==> config.mk <==
export PLATFORM = sky130hd
export DESIGN_NAME = operand_matcher
export DESIGN_NICKNAME = d
export VERILOG_FILES = /design/src/rtl/operand_matcher_pkg.sv /design/src/rtl/operand_matcher_matching_table.sv /design/src/rtl/operand_matcher.sv
export SDC_FILE = /design/constraint.sdc
export NUM_CORES = 1
export LEC_CHECK = 0
export CAP_MARGIN = 10
export CORE_ASPECT_RATIO = 0.9
export CORE_MARGIN = 1
export CORE_UTILIZATION = 59
export CTS_CLUSTER_SIZE = 14
export DETAILED_ROUTE_END_ITERATION = 12
export HOLD_SLACK_MARGIN = 0.05
export PLACE_DENSITY = 0.81
export RECOVER_POWER = 25
export SETUP_SLACK_MARGIN = 0.05
export SKIP_CTS_REPAIR_TIMING = 1
export SLEW_MARGIN = 20
export SYNTH_ARGS = -nofsm -noshare
export SYNTH_HDL_FRONTEND = slang
export SYNTH_SLANG_ARGS = --single-unit
==> constraint.sdc <==
create_clock -name CLK -period 9.82 [get_ports CLK]
set_clock_uncertainty 0.2 [all_clocks]
set_input_delay 0.982 -clock CLK [delete_from_list [all_inputs] [get_ports CLK]]
set_output_delay 0.982 -clock CLK [all_outputs]
set_load 0.005 [all_outputs]
==> src/rtl/operand_matcher_pkg.sv <==
// Shared definitions for the operand matching stage: stream widths,
// destination options, request field positions, FSM states and the
// matched-token builder used by both the design and its bench.
package operand_matcher_pkg;

   localparam int PACKET_REQUEST_WIDTH = 99;
   localparam int MATCHED_TOKEN_WIDTH  = 96;

   localparam int OPT_W   = 3;
   localparam int ADDR_W  = 16;
   localparam int COLOR_W = 16;
   localparam int DATA_W  = 32;

   localparam logic [OPT_W-1:0] DEST_OPTION_NOP   = 3'd0;
   localparam logic [OPT_W-1:0] DEST_OPTION_ONE   = 3'd1;
   localparam logic [OPT_W-1:0] DEST_OPTION_LEFT  = 3'd2;
   localparam logic [OPT_W-1:0] DEST_OPTION_RIGHT = 3'd3;

   // Packet request field positions (LSB of each field)
   localparam int PR_OPT_LSB   = 96;
   localparam int PR_ADDR_LSB  = 80;
   localparam int PR_COLOR_LSB = 64;
   localparam int PR_DATA1_LSB = 32;
   localparam int PR_DATA2_LSB = 0;

   typedef enum logic [1:0] {
      ST_IDLE,
      ST_MATCH,
      ST_SEND
   } state_t;

   function automatic logic [MATCHED_TOKEN_WIDTH-1:0] make_matched_token(
      input logic [ADDR_W-1:0]  dest_addr,
      input logic [COLOR_W-1:0] color,
      input logic [DATA_W-1:0]  left,
      input logic [DATA_W-1:0]  right
   );
      return {dest_addr, color, left, right};
   endfunction

endpackage

==> src/rtl/operand_matcher_matching_table.sv <==
// Fully-associative table of pending half-pairs. Holds side, key and
// data1 for each waiting operand, compares the lookup key against every
// entry in parallel, allocates into the lowest free slot and tracks the
// number of valid entries.
module matching_table
   import operand_matcher_pkg::*;
#(
   parameter int ENTRIES = 8,
   parameter int CNT_W   = $clog2(ENTRIES) + 1
) (
   input  logic               clk,
   input  logic               srst,
   input  logic [ADDR_W-1:0]  lookup_addr,
   input  logic [COLOR_W-1:0] lookup_color,
   output logic               hit,
   output logic               hit_side,
   output logic [DATA_W-1:0]  hit_data,
   output logic               full,
   input  logic               alloc,
   input  logic               alloc_side,
   input  logic [DATA_W-1:0]  alloc_data,
   input  logic               invalidate,
   output logic [CNT_W-1:0]   occupancy
);

   logic [ENTRIES-1:0] valid_reg;
   logic [ENTRIES-1:0] valid_next;
   logic [ENTRIES-1:0] side_reg;
   logic [ADDR_W-1:0]  addr_reg  [ENTRIES];
   logic [COLOR_W-1:0] color_reg [ENTRIES];
   logic [DATA_W-1:0]  data_reg  [ENTRIES];
   logic [CNT_W-1:0]   occupancy_reg;
   logic [CNT_W-1:0]   occupancy_next;

   logic [ENTRIES-1:0] match_vec;
   logic [ENTRIES-1:0] free_vec;
   logic [ENTRIES-1:0] free_onehot;

   // Parallel key compare; keys are unique so match_vec is at most one-hot
   for (genvar gi = 0; gi < ENTRIES; gi++) begin : g_cmp
      assign match_vec[gi] = valid_reg[gi]
                             && (addr_reg[gi] == lookup_addr)
                             && (color_reg[gi] == lookup_color);
   end

   assign hit       = |match_vec;
   assign hit_side  = |(match_vec & side_reg);
   assign full      = &valid_reg;
   assign occupancy = occupancy_reg;

   // Lowest-index free slot as a one-hot mask (isolate lowest set bit)
   assign free_vec    = ~valid_reg;
   assign free_onehot = free_vec & (~free_vec + {{(ENTRIES-1){1'b0}}, 1'b1});

   // Select data of the single hitting entry by OR-reduction of masked entries
   always_comb begin
      hit_data = '0;
      for (int i = 0; i < ENTRIES; i++) begin
         if (match_vec[i]) begin
            hit_data = hit_data | data_reg[i];
         end
      end
   end

   // Next valid mask and occupancy; alloc and invalidate are mutually exclusive
   always_comb begin
      valid_next     = valid_reg;
      occupancy_next = occupancy_reg;
      if (alloc) begin
         valid_next     = valid_reg | free_onehot;
         occupancy_next = occupancy_reg + {{(CNT_W-1){1'b0}}, 1'b1};
      end else if (invalidate) begin
         valid_next     = valid_reg & ~match_vec;
         occupancy_next = occupancy_reg - {{(CNT_W-1){1'b0}}, 1'b1};
      end
   end

   // Valid bits and occupancy counter, cleared by reset
   always_ff @(posedge clk) begin
      if (srst) begin
         valid_reg     <= '0;
         occupancy_reg <= '0;
      end else begin
         valid_reg     <= valid_next;
         occupancy_reg <= occupancy_next;
      end
   end

   // Entry payload; contents are meaningless while the valid bit is clear
   always_ff @(posedge clk) begin
      for (int i = 0; i < ENTRIES; i++) begin
         if (alloc && free_onehot[i]) begin
            side_reg[i]  <= alloc_side;
            addr_reg[i]  <= lookup_addr;
            color_reg[i] <= lookup_color;
            data_reg[i]  <= alloc_data;
         end
      end
   end

endmodule

==> src/rtl/operand_matcher.sv <==
// Operand matching stage: accepts packet requests, pairs LEFT/RIGHT
// operands sharing (dest_addr, color), forwards ONE requests, drops NOPs,
// and emits one matched token per completed operand set.
module operand_matcher
   import operand_matcher_pkg::*;
#(
   parameter int ENTRIES = 8,
   parameter int CNT_W   = $clog2(ENTRIES) + 1
) (
   input  logic                            CLK,
   input  logic                            RST,
   input  logic                            RECEIVE_PR_VALID,
   input  logic [PACKET_REQUEST_WIDTH-1:0] RECEIVE_PR_DATA,
   output logic                            RECEIVE_PR_READY,
   output logic                            SEND_MT_VALID,
   output logic [MATCHED_TOKEN_WIDTH-1:0]  SEND_MT_DATA,
   input  logic                            SEND_MT_READY,
   output logic [CNT_W-1:0]                OCCUPANCY,
   output logic                            OVERFLOW,
   output logic                            PROTO_ERR
);

   state_t                          state_reg;
   logic [PACKET_REQUEST_WIDTH-1:0] hold_reg;
   logic                            mt_valid_reg;
   logic [MATCHED_TOKEN_WIDTH-1:0]  mt_data_reg;
   logic                            overflow_reg;
   logic                            proto_err_reg;

   logic [OPT_W-1:0]   hold_opt;
   logic [ADDR_W-1:0]  hold_addr;
   logic [COLOR_W-1:0] hold_color;
   logic [DATA_W-1:0]  hold_data1;
   logic [DATA_W-1:0]  hold_data2;
   logic               hold_side;
   logic               hold_is_pair;

   logic               tbl_hit;
   logic               tbl_hit_side;
   logic [DATA_W-1:0]  tbl_hit_data;
   logic               tbl_full;
   logic               tbl_alloc;
   logic               tbl_invalidate;
   logic               in_match;

   assign hold_opt   = hold_reg[PR_OPT_LSB   +: OPT_W];
   assign hold_addr  = hold_reg[PR_ADDR_LSB  +: ADDR_W];
   assign hold_color = hold_reg[PR_COLOR_LSB +: COLOR_W];
   assign hold_data1 = hold_reg[PR_DATA1_LSB +: DATA_W];
   assign hold_data2 = hold_reg[PR_DATA2_LSB +: DATA_W];

   // Side bit: 0 = LEFT, 1 = RIGHT
   assign hold_side    = (hold_opt == DEST_OPTION_RIGHT);
   assign hold_is_pair = (hold_opt == DEST_OPTION_LEFT) || (hold_opt == DEST_OPTION_RIGHT);
   assign in_match     = (state_reg == ST_MATCH);

   // Table writes happen only in MATCH, so SEND never disturbs the table
   assign tbl_invalidate = in_match && hold_is_pair && tbl_hit && (tbl_hit_side != hold_side);
   assign tbl_alloc      = in_match && hold_is_pair && !tbl_hit && !tbl_full;

   // Ready is gated by reset so it reads 0 during reset and 1 right after
   assign RECEIVE_PR_READY = (state_reg == ST_IDLE) && !RST;
   assign SEND_MT_VALID    = mt_valid_reg;
   assign SEND_MT_DATA     = mt_data_reg;
   assign OVERFLOW         = overflow_reg;
   assign PROTO_ERR        = proto_err_reg;

   matching_table #(
      .ENTRIES (ENTRIES),
      .CNT_W   (CNT_W)
   ) u_table (
      .clk          (CLK),
      .srst         (RST),
      .lookup_addr  (hold_addr),
      .lookup_color (hold_color),
      .hit          (tbl_hit),
      .hit_side     (tbl_hit_side),
      .hit_data     (tbl_hit_data),
      .full         (tbl_full),
      .alloc        (tbl_alloc),
      .alloc_side   (hold_side),
      .alloc_data   (hold_data1),
      .invalidate   (tbl_invalidate),
      .occupancy    (OCCUPANCY)
   );

   // Control FSM with registered token output and sticky error flags
   always_ff @(posedge CLK) begin
      if (RST) begin
         state_reg     <= ST_IDLE;
         hold_reg      <= '0;
         mt_valid_reg  <= 1'b0;
         mt_data_reg   <= '0;
         overflow_reg  <= 1'b0;
         proto_err_reg <= 1'b0;
      end else begin
         case (state_reg)
            ST_IDLE: begin
               if (RECEIVE_PR_VALID) begin
                  hold_reg  <= RECEIVE_PR_DATA;
                  state_reg <= ST_MATCH;
               end
            end
            ST_MATCH: begin
               state_reg <= ST_IDLE;
               case (hold_opt)
                  DEST_OPTION_ONE: begin
                     mt_data_reg  <= make_matched_token(hold_addr, hold_color,
                                                        hold_data1, hold_data2);
                     mt_valid_reg <= 1'b1;
                     state_reg    <= ST_SEND;
                  end
                  DEST_OPTION_NOP: begin
                  end
                  DEST_OPTION_LEFT, DEST_OPTION_RIGHT: begin
                     if (tbl_hit) begin
                        if (tbl_hit_side != hold_side) begin
                           // Place operands by side, not by arrival order
                           if (hold_side) begin
                              mt_data_reg <= make_matched_token(hold_addr, hold_color,
                                                                tbl_hit_data, hold_data1);
                           end else begin
                              mt_data_reg <= make_matched_token(hold_addr, hold_color,
                                                                hold_data1, tbl_hit_data);
                           end
                           mt_valid_reg <= 1'b1;
                           state_reg    <= ST_SEND;
                        end else begin
                           proto_err_reg <= 1'b1;
                        end
                     end else if (tbl_full) begin
                        overflow_reg <= 1'b1;
                     end
                  end
                  default: begin
                     proto_err_reg <= 1'b1;
                  end
               endcase
            end
            ST_SEND: begin
               if (SEND_MT_READY) begin
                  mt_valid_reg <= 1'b0;
                  state_reg    <= ST_IDLE;
               end
            end
            default: begin
               state_reg <= ST_IDLE;
            end
         endcase
      end
   end

endmodule

==> run summary, run 1 <==
The flow ran to the end, but the final reports show violations. The checks that failed: capacitance limit, slew limit. The die is 239 um wide.

Counting flops with a built-in enable in the synthesized netlist gives 520. The tools report the final count of pins violating max slew as 96. The run gives 5100 uW as the cell-internal power.

The worst hold path belongs to the class reg2reg. The die covers 51300 um^2. For this run, the register share of the synthesized area comes to 66.8%. The run gives 19.7k as the total number of vias.

After detailed routing, the number of vias per cell comes to 6.24. Once detail routing completed, the nets flagged for antenna violations numbered 0. The length in cells of the worst reg-to-reg path is 12, and the worst hold slack is 0.256 ns. Setup violations remaining at the end of the flow were counted as 0.

The most used flip-flop cell after synthesis is sky130_fd_sc_hd__edfxtp_1. The tools report the category of the worst setup path launch point as a flip-flop. The design draws 6520 uW. Dividing the final minimum period by the clock period gives 65.4%. Switching power as a share of total power: 21.7%. The highest fanout seen on the critical path came out at 34. Headroom to the max-slew limit came out at -13.2%. Routability-driven placement finished with a final weighted congestion of 0.940.

Derived from the worst setup path, the maximum achievable clock frequency is 0.156 GHz. The first detailed-routing pass ran for 5 iterations. The synthesized netlist devotes 9.75% of its cell area to simple gates. The initial core utilization is 60.1%. After floorplanning, the core was divided into 77 placement rows. Cell chosen for the clock root: sky130_fd_sc_hd__clkbuf_16. The routed length per instance works out to 25.2 um. STA puts the critical path data required time at 9.85 ns. Compared with the post-synthesis result, the final layout area differs by 16.8%. VDD sags by at most 0.139 mV. 207 I/O pins were placed. The critical path contains buffers and inverters numbering 3 combined. TritonCTS built the clock tree. After the flow finishes, the layout carries non-filler instances totaling 3153.

Along the worst hold path, the cell count comes to 2. In the synthesized netlist, mux cells make up 4.69% of the area. The logs give 2243 for the synthesized instance count and 5 for the number of max-capacitance violations reported. Combinational logic burns 4.8% of the power. The later pin in the worst-skew pair is clocked with a latency of 0.61 ns. For this design, the sink count on the clock tree is 732.

Including well taps, the total number of placed cells is 3021. The worst stage delay on the critical path was 1.13 ns; the arrival time reported for the critical path endpoint was 6.46 ns. Detailed placement ended at an HPWL of 50100 um. The logs give 3 for the maximum number of buffers from clock root to sink and 0 ns for the sum of negative setup slack. The hold path startpoint was hold_reg[31]$_SDFFE_PP0P_. The detailed router finished its first iteration with 2330 violations. The synthesis warning total was 0; the power per unit of standard cell area was 188 nW/um^2.

After synthesis, the share of flip-flops with an asynchronous set or reset is 0%. The final layout net count was 2533. Leaving out fill and tap cells, the most frequent cell in the layout is sky130_fd_sc_hd__edfxtp_1. Walking the worst path, the cells encountered are clkbuf_1, xnor2_1, nand4_1, nor4_1, and3_1, buf_4, or4_1, nor3_2, and2_1, nand3b_1, nor2_4, buf_4.

The number of nets in the synthesized netlist is 2352. After Yosys synthesis, XOR and XNOR cells account for 7.58% of the synthesized area. 0 antenna diodes ended up in the layout. In this run the standard cell core region covers 49400 um^2.

Of the cells placed in the final design, the portion with a size suffix greater than 1 is 10.5%. The combinational family with the most area after synthesis was simple AND/OR/NAND/NOR gates. Global routing finished with a remaining overflow of 0. The number of global-route vias before repair was 19.3k.

The type of the setup path with the least slack is reg2reg. Clock-pin slew was measured on the worst setup and hold paths at 0.06 ns. Among all stages on the critical path, the largest delay is contributed by sky130_fd_sc_hd__clkbuf_1. The run gives 34700 um^2 as the total non-filler cell area in the finished layout. The worst register-to-register path ends at u_table.addr_reg[1][30]$_DFFE_PP_. Flip-flop count of the largest register after layout: 256. A synthesized cell averages 13.2 um^2. By instance count, the cell type seen most on the critical path is sky130_fd_sc_hd__buf_4. The first global-routing pass estimated 120000 um of wire.

The run gives 72 as the number of buffers added by the clock tree synthesis step. STA classifies the critical path endpoint as a flip-flop. Setup repair after global routing left no endpoint under its margin. For this design the total switching power over the nets is 1420 uW.

The synthesized netlist devotes 8.06% of its cell area to compound gates. Across every metal layer, demand over resource in global routing totals 31.4%. The path with the worst hold slack has its endpoint at hold_reg[31]$_SDFFE_PP0P_. In this run, the clock network consumes 42.7% of the power. In this run, synthesis produced a sequential element count of 732.

From bottom edge to top edge, the die measures 215 um. After synthesis the cells add up to 29700 um^2. The number of port buffers was 206.

The cell family contributing the most delay on the critical path is simple AND/OR/NAND/NOR gates. The run gives 0 as the initial antenna violation count. The library cells used most frequently in the layout, excluding fill and tap cells, are sky130_fd_sc_hd__edfxtp_1 (520), sky130_fd_sc_hd__nand2_1 (257), sky130_fd_sc_hd__xnor2_1 (240).

The tools report the startpoint of the lowest-slack register-to-register path as hold_reg[93]$_SDFFE_PP0P_. Across all register-to-register paths, the minimum setup slack is 3.39 ns. The analysis attributes to cell leakage a power of 0.0115 uW.

Summing all placed instances gives a cell area of 32300 um^2. Registers are responsible for 52.5% of the overall power. The arithmetic-cell share of the synthesized area counting full adders, half adders and majority gates was 0.278%; the pin count of the biggest net entering global routing was 79. The hold violation count in the final report was 0. Synthesis instantiated 55 different standard cells from the library. After detailed routing, the total wire length is 79600 um. Counting I/O delays and the setup requirement, the final critical path takes 6.43 ns. In this run the number of H-tree levels came out at 3. The total DRC errors in the routed layout is 0, and the worst-margin pin slew is 1.70 ns.
-- Yosys cell counts, types with 2 or more instances --
master                       n  area [um^2]
sky130_fd_sc_hd__nor4_2      2         25.0
sky130_fd_sc_hd__edfxtp_1  520        15600
sky130_fd_sc_hd__or3_1       3         18.8
sky130_fd_sc_hd__o21ai_0     7         35.0
sky130_fd_sc_hd__inv_1      45          169
sky130_fd_sc_hd__clkbuf_1   88          330
sky130_fd_sc_hd__buf_4      11         82.6
sky130_fd_sc_hd__nor2b_1     4         25.0
sky130_fd_sc_hd__a221oi_2   32          480
sky130_fd_sc_hd__or4_1       7         52.6
sky130_fd_sc_hd__nor4_1     18          113
sky130_fd_sc_hd__a21oi_1   142          711
sky130_fd_sc_hd__mux2i_1    65          651
sky130_fd_sc_hd__o2111a_1    3         33.8
sky130_fd_sc_hd__a211oi_1    4         30.0
sky130_fd_sc_hd__xor2_1     17          149
sky130_fd_sc_hd__nand4b_1    3         26.3
sky130_fd_sc_hd__and3_1     11         68.8
sky130_fd_sc_hd__nor2_1     84          315
sky130_fd_sc_hd__nand2b_1    9         56.3
sky130_fd_sc_hd__ha_1        5         62.6
sky130_fd_sc_hd__nand4_1   143          895
sky130_fd_sc_hd__a22o_1      3         26.3
sky130_fd_sc_hd__nand2_1   258          968
sky130_fd_sc_hd__nor4b_1     2         17.5
sky130_fd_sc_hd__dfxtp_1   212         4240
sky130_fd_sc_hd__a41oi_1     2         17.5
sky130_fd_sc_hd__nor3_2      3         30.0
sky130_fd_sc_hd__xnor2_1   240         2100
sky130_fd_sc_hd__nor3_1     16         80.1
sky130_fd_sc_hd__nand3b_1    2         15.0
sky130_fd_sc_hd__o21a_1      2         15.0
sky130_fd_sc_hd__a22oi_1   128          961
sky130_fd_sc_hd__and2_1      4         25.0
sky130_fd_sc_hd__buf_6       8         90.1
sky130_fd_sc_hd__buf_1       5         18.8
sky130_fd_sc_hd__buf_2      27          135
sky130_fd_sc_hd__mux2_2     66          743
sky130_fd_sc_hd__nand3_1    26          130
-- power by group through the flow --
stage	sequential (uW)	combinational, uW	clock (uW)
6_report	3420	310	2790
5_1_grt	3430	333	2940
4_1_cts	3420	308	2810
3_5_place_dp	3490	306	0
3_3_place_gp	3480	302	0
2_1_floorplan	3440	204	0
-- cell type report --
class / instances / area, um^2
flip-flops and latches: 732 / 19900
fillers: 3289 / 14700
multi-input cells: 1326 / 9090
repair buffers: 247 / 2340
clock buffers: 101 / 2070
well taps: 671 / 840
clock inverters: 31 / 318
inverters: 45 / 169
-- cell families after synthesis --
group,after synthesis
adders and majority gates,6
and+or+nand+nor,599
xor gates and xnor gates,257
buffers and inverters,185
AOI/OAI and AO/OA,333
muxes,131
DFF,732
-- tightest hold or removal path, delay by kind of cell (launching register included) --
family,cells,cell delay (ns)
AND/OR/NAND/NOR,1,0.05
AO/OA/AOI/OAI,1,0.05
flip-flops,1,0.31
-- metrics by stage --
stage / worst slack [ns] / util, %
finish: 3.39 / 70.2
global placement: 4.20 / 65.4
CTS: 3.97 / 70.2
global route: 3.23 / 70.2
detailed placement: 4.00 / 65.4
floorplan: 2.14 / -
-- per-layer routing --
metal  share of wire [%]  track usage [%]  vias up  routed length [um]
met3                 9.0             5.55      138                7200
met2                  45             46.9     1072               36200
met4                 2.4             9.27        0                1910
li1                    -                -     8659                   -
met1                  43             47.2     9791               34300
met5                   0                0        -                   0
-- how the worst max path moves through the flow --
stage                                         end  slack [ns]                 startpoint  cells after the start
4_1_cts         u_table.addr_reg[1][30]$_DFFE_PP_        3.97  hold_reg[75]$_SDFFE_PP0P_                     11
3_3_place_gp   u_table.color_reg[1][16]$_DFFE_PP_        4.20  hold_reg[90]$_SDFFE_PP0P_                     11
6_report        u_table.addr_reg[1][30]$_DFFE_PP_        3.39  hold_reg[93]$_SDFFE_PP0P_                     12
3_5_place_dp   u_table.color_reg[1][17]$_DFFE_PP_        4.00  hold_reg[75]$_SDFFE_PP0P_                     11
2_1_floorplan    u_table.addr_reg[1][0]$_DFFE_PP_        2.14  hold_reg[67]$_SDFFE_PP0P_                     12
5_1_grt        u_table.color_reg[1][28]$_DFFE_PP_        3.23  hold_reg[93]$_SDFFE_PP0P_                     12
No activity file was read; power rests on OpenSTA's default activity.
==> run 2: changes to the inputs <==
==> constraint.sdc (replaced) <==
create_clock -name CLK -period 6.3 [get_ports CLK]
set_clock_uncertainty 0.2 [all_clocks]
set_input_delay 0.63 -clock CLK [delete_from_list [all_inputs] [get_ports CLK]]
set_output_delay 0.63 -clock CLK [all_outputs]
set_load 0.005 [all_outputs]
==> run summary, run 2 (synthesized netlist as in run 1, its figures left out) <==
The maximum number of buffers from clock root to sink is 3, and the number of max-capacitance violations reported is 1. The number of top-level design ports was 207. Total DRC errors in the routed layout: 0.

In this run the critical register-to-register path is captured at u_table.addr_reg[1][18]$_DFFE_PP_. Average via count per standard cell: 6.28. The total power consumption of the routed design is 10200 uW, and the number of port buffers is 206. Along the worst path, the maximum fanout reaches 30. The number of global-route vias before repair came out at 19.2k. For this block, the routed nets add up to 81400 um of wire.

The number of core rows was 77. The clock drives 732 sinks. For the worst setup path, the data arrival time is 5.46 ns. Setup repair after global routing left no endpoint under its margin. The most critical setup path has its endpoint at u_table.addr_reg[1][18]$_DFFE_PP_.

Slowest cell on the critical path: sky130_fd_sc_hd__clkbuf_1. Once detail routing completed, the nets flagged for antenna violations numbered 0. The die is 215 um tall.

In the layout the commonest cells are sky130_fd_sc_hd__edfxtp_1 (520), sky130_fd_sc_hd__nand2_1 (257), sky130_fd_sc_hd__xnor2_1 (240). In this run the horizontal extent of the chip is 239 um. The worst pin sits at a relative slew slack of -0.114%.

For the worst-skew pair, the clock arrives at the later sink with an insertion delay of 0.62 ns. Counting buffers and inverters, the worst setup path is 12 cells deep. The category of the worst setup path launch point was a flip-flop. The run gives 6.40 ns as the endpoint required time on the critical path. On the critical path the largest part of the delay comes from simple AND/OR/NAND/NOR gates.

The number of cells on the worst reg-to-reg path is 12. After detailed routing, the average wire length per cell comes to 25.7 um. The first routing iteration left 2603 violations. The most common cell after layout, fill and taps aside was sky130_fd_sc_hd__edfxtp_1. The detailed router placed 19.9k vias in this run.

For this run the aggregate overflow at the end of global routing stands at 0. The tools report the worst setup path startpoint as hold_reg[68]$_SDFFE_PP0P_. For the pin with the worst max-slew slack, the measured transition is 1.50 ns. Final RePlAce weighted congestion: 0.977.

Summed over all nets, the half-perimeter wirelength after detailed placement is 51200 um. In this run the clock root is driven by a sky130_fd_sc_hd__clkbuf_16. Adding up every negative setup slack in the final design gives 0 ns. For the count of final setup violators, the log shows 0.

Power spread over the standard cell area amounts to 292 nW/um^2. The register with the most flip-flops in the layout has 256 of them. The hold violation count in the final report is 0.

The hold path startpoint is RST. The clock-pin slew on the worst setup and hold paths came out at 0.06 ns. The global-route wire length before repair is 121000 um, and the fraction of final layout cells sized beyond drive strength 1 is 11.0%.

Path category of the worst min-delay check: in2reg. The signal on the critical path passes through clkbuf_1, xnor2_1, nand4_1, nor4_1, and3_1, or4_1, nor3_2, and2_1, buf_4, nand3b_1, nor2_4, buf_12. The floorplan step defined a core boundary enclosing 49400 um^2. The clock tree synthesis step divided the H-tree into 3 levels.

0 antenna diodes ended up in the layout. The setup check on the worst reg-to-reg path leaves a slack of 0.95 ns. The total die area was 51300 um^2; the worst supply voltage drop on vdd was 0.233 mV. The run gives 19 as the final count of pins violating max slew. Before antenna repair, the detailed router went through 5 iterations.

In the finished design, the share of the clock period the worst path needs comes to 85.0%. Global routing used 31.9% of the available tracks across all layers. The initial antenna violation count was 2; the post-route minimum period was 5.35 ns. The critical path capture point type was a flip-flop. The checks that failed: capacitance limit, slew limit. The final layout net count was 2547; the achievable clock frequency was 0.187 GHz.

The tools report the initial core utilization as 60.1%. For this design the static power due to leakage is 0.0116 uW. The startpoint identified for the worst register-to-register timing path is hold_reg[68]$_SDFFE_PP0P_.

Entering global routing, the biggest net connects 111 pins. The critical path in this run is classified as reg2reg. Relative to the synthesized area, the layout overhead comes to 17.4%.

TritonCTS created 72 clock buffers. The flow ran to the end, but the final reports show violations. The combined buffer and inverter count along the critical path is 3, and the worst stage delay on the critical path is 1.10 ns.

TritonCTS built the clock tree.
==> run 2: cell types whose count changed in the layout (fill, tap and decap cells not counted), moves of 2 or more <==
| cell | delta |
|---|---|
| sky130_fd_sc_hd__buf_12 | +5 |
| sky130_fd_sc_hd__buf_4 | +11 |
| sky130_fd_sc_hd__clkbuf_1 | +2 |
| sky130_fd_sc_hd__clkbuf_2 | +2 |
| sky130_fd_sc_hd__clkinv_1 | -2 |
| sky130_fd_sc_hd__clkinv_2 | -3 |
==> run 2: worst register-to-register path, delay by kind of cell (launching register included) <==
| family | cells | cell delay, ns |
|---|---|---|
| buffers and inverters | 3 | 1.61 |
| and+or+nand+nor | 8 | 2.44 |
| DFF | 1 | 0.39 |
| xor gates and xnor gates | 1 | 0.39 |
==> run 2: worst min path at each step <==
stage / end / slack, ns / cells after the start
6_report: SEND_MT_DATA[49]$_SDFFE_PP0P_ / 0.24 / 2
5_1_grt: SEND_MT_DATA[49]$_SDFFE_PP0P_ / 0.24 / 2
3_5_place_dp: PROTO_ERR$_SDFFE_PP0P_ / 0.25 / 2
2_1_floorplan: hold_reg[0]$_SDFFE_PP0P_ / 0.24 / 2
4_1_cts: SEND_MT_DATA[52]$_SDFFE_PP0P_ / 0.22 / 2
3_3_place_gp: PROTO_ERR$_SDFFE_PP0P_ / 0.24 / 2
==> run 2: final cells by class <==
cell class | count | area [um^2]
sequential | 732 | 19900
fill | 3232 | 14500
multi-input combinational | 1326 | 9100
timing repair buffer | 261 | 2510
clock buffer | 106 | 2090
tap | 671 | 840
clock inverter | 28 | 312
inverter | 45 | 169
==> run 2: metrics by stage <==
step	hold WS (ns)	utilization (%)	setup WS, ns	instance area, um^2	std cells
floorplan	0.237	-	0.233	29700	2243
global placement	0.242	65.8	1.62	32500	3035
detailed placement	0.246	65.8	1.54	32500	3035
CTS	0.218	70.6	1.52	34900	3169
global route	0.240	70.6	0.824	34900	3169
finish	0.239	70.6	0.946	34900	3169
==> run 2: report_power, final <==
group	switching, uW	internal [uW]
logic	299	207
clock network	1830	2530
registers	122	5210
total	2250	7940
==> run 2: layer usage <==
layer  vias to the layer above  track usage [%]  wire length [um]
li1                       8695                -                 -
met1                      9877             46.8             33400
met3                       137             9.30             10100
met2                      1184             46.4             36100
met4                         0             8.70              1790
met5                         -                0                 0
==> run 3: changes to the inputs <==
==> constraint.sdc (replaced) <==
create_clock -name CLK -period 5.1 [get_ports CLK]
set_clock_uncertainty 0.2 [all_clocks]
set_input_delay 0.51 -clock CLK [delete_from_list [all_inputs] [get_ports CLK]]
set_output_delay 0.51 -clock CLK [all_outputs]
set_load 0.005 [all_outputs]
==> run summary, run 3 (synthesized netlist as in run 1, its figures left out) <==
The flow ran to the end, and the final reports show no timing, DRC or antenna violations. Clock-pin slew was measured on the worst setup and hold paths at 0.06 ns. In the final layout, the share of cells above drive strength 1 is 12.0%. The logs give 85 for the pin count of the biggest net entering global routing and 0.216 GHz for the achievable clock frequency. Power spread over the standard cell area amounts to 353 nW/um^2. The first global-routing pass estimated 125000 um of wire.

The pre-antenna-repair detailed-routing pass consisted of 5 iterations. No sink is reached through more buffers than the 3 on the longest clock path. In this run the vertical extent of the chip is 215 um.

The startpoint identified for the worst register-to-register timing path is hold_reg[77]$_SDFFE_PP0P_. Clock tree synthesis inserted a total of 71 buffers. Final layout net count: 2590. The all-layer global routing usage came out at 33.6%. In the layout the commonest cells are sky130_fd_sc_hd__edfxtp_1 (520), sky130_fd_sc_hd__nand2_1 (257), sky130_fd_sc_hd__xnor2_1 (240). The total leakage power was 0.0118 uW. In this run the number of H-tree levels came out at 3.

Critical path capture point type: a flip-flop. The hold violation count in the final report is 0. The clock period could shrink to 4.63 ns. The destination of the worst hold path was SEND_MT_DATA[51]$_SDFFE_PP0P_. Headroom to the max-slew limit came out at 27.3%. Counting the fill cells in the layout gives 3331.

Setup repair after global routing left no endpoint under its margin. The count of nets left with antenna violations once routing finished came out at 0. At the end of routability-driven placement, the weighted congestion stood at 0.965. The worst hold path begins at RST. Measured in cells, the most critical reg-to-reg path has a length of 14. The number of core rows was 77; the insertion delay to the later sink of the worst-skew pair was 0.62 ns. The average via count per standard cell is 6.19, and the worst supply voltage drop on vdd is 0.334 mV.

The worst stage delay on the critical path is 0.72 ns. The endpoint required time on the critical path is 5.41 ns, and the worst hold slack is 0.196 ns. Number of max-capacitance violations reported: 0. The signed area change from the synthesized netlist to the final layout works out to 18.1%. Buffers placed on the I/O ports in this run total 206.

Counting instances, the worst hold path has a depth of 2. The die is 239 um wide. The logs give 0 for the final count of pins violating max slew and 0.47 ns for the slack of the worst reg-to-reg path.

The core region is 49400 um^2. For the number of sinks handled by clock tree synthesis, the log shows 732. For this design the top-level I/O count stands at 207. The number of global-route vias before repair is 19.7k, and the area of all sequential standard cells is 19900 um^2. The total die area is 51300 um^2. After detailed routing, the number of remaining DRC violations is 0. For the initial antenna violation count, the log shows 3.

STA classifies the critical path startpoint as a flip-flop. The total power consumption of the routed design is 12400 uW. In this run the cell area measured after placement is 32900 um^2.

Of all nets on the critical path, the largest fanout is 12. After routing, the total negative slack on setup checks comes to 0 ns. The residual overflow from global routing came out at 0. Data on the critical path arrives at its endpoint at 4.94 ns. The wire length reported by the detailed router was 85400 um; the total number of vias was 19.9k.

The final critical path takes up 90.7% of the cycle. For the total half-perimeter wirelength after legalization and detailed placement, the log shows 55700 um. Path category of the worst min-delay check: in2reg. After detailed routing, the average wire length per cell comes to 26.6 um. The run gives 2308 as the DRC marker count from the first detailed-route iteration. Once the floorplan was initialized, standard cells occupied 60.1% of the core. For the pin with the worst max-slew slack, the measured transition is 1.08 ns. The slowest cell on the critical path is sky130_fd_sc_hd__clkbuf_1. The endpoint identified for the worst register-to-register timing path is u_table.occupancy[3]$_SDFFE_PP0P_. The run gives 35100 um^2 as the total non-filler cell area in the finished layout. In this run the clock root is driven by a sky130_fd_sc_hd__clkbuf_16. Summing all multi-input logic gate instances after layout gives 9100 um^2. Count of final setup violators: 0.

The most common cell after layout, fill and taps aside is sky130_fd_sc_hd__edfxtp_1. The register with the most flip-flops in the layout has 256 of them. TritonCTS built the clock tree. The type of the setup path with the least slack was reg2reg. Traced cell by cell, the critical path runs through clkbuf_1, xnor2_1, nand4_1, nor3_1, and3_1, or4_1, nor3_2, and2_1, inv_1, ha_1, a21o_1, a21oi_1, mux2i_1, mux2_2.
-- run 3: worst max-delay path by stage --
stage | start | end | slack (ns) | cells past startpoint
after floorplan | hold_reg[67]$_SDFFE_PP0P_ | u_table.addr_reg[1][16]$_DFFE_PP_ | 0.11 | 13
after global placement | hold_reg[94]$_SDFFE_PP0P_ | u_table.occupancy[3]$_SDFFE_PP0P_ | 0.69 | 14
after detailed placement | hold_reg[94]$_SDFFE_PP0P_ | u_table.occupancy[3]$_SDFFE_PP0P_ | 0.70 | 12
after CTS | hold_reg[94]$_SDFFE_PP0P_ | u_table.occupancy[3]$_SDFFE_PP0P_ | 0.67 | 12
after global routing | hold_reg[77]$_SDFFE_PP0P_ | u_table.occupancy[3]$_SDFFE_PP0P_ | 0.30 | 14
final | hold_reg[77]$_SDFFE_PP0P_ | u_table.occupancy[3]$_SDFFE_PP0P_ | 0.47 | 14
-- run 3: worst max-delay path: cells and delay by family (launching register included) --
family | cells | cell delay [ns]
buffers and inverters | 2 | 0.86
DFF | 1 | 0.36
adders and majority gates | 1 | 0.30
AOI/OAI and AO/OA | 2 | 0.35
and+or+nand+nor | 6 | 1.58
muxes | 2 | 0.59
xor gates and xnor gates | 1 | 0.26
-- run 3: per-stage QoR --
step / setup slack (ns) / util (%) / cells
floorplan: 0.115 / - / 2243
global placement: 0.694 / 66.5 / 3079
detailed placement: 0.702 / 66.5 / 3079
CTS: 0.671 / 71.1 / 3211
global route: 0.304 / 71.0 / 3213
finish: 0.473 / 71.0 / 3215
-- run 3: layer usage --
metal,routed length (um),share of wire (%),vias up,track usage [%]
met3,10200,12,122,9.70
met2,37400,44,1104,48.8
met4,2000,2.3,0,9.74
met5,0,0,-,0
li1,-,-,8778,-
met1,35800,42,9898,49.2
-- run 3: final cells by class --
type,instances,area share [%]
repair buffers,305,8.17
clock buffers,98,5.50
well taps,671,2.39
flip-flops and latches,732,56.6
diodes,4,0.0285
inverters,45,0.481
multi-input cells,1326,25.9
clock inverters,34,0.909
-- run 3: power breakdown --
part	internal (uW)	total (uW)	switching, uW
clock network	2880	5150	2260
registers	6430	6560	126
logic	272	679	407
total	9590	12400	2790
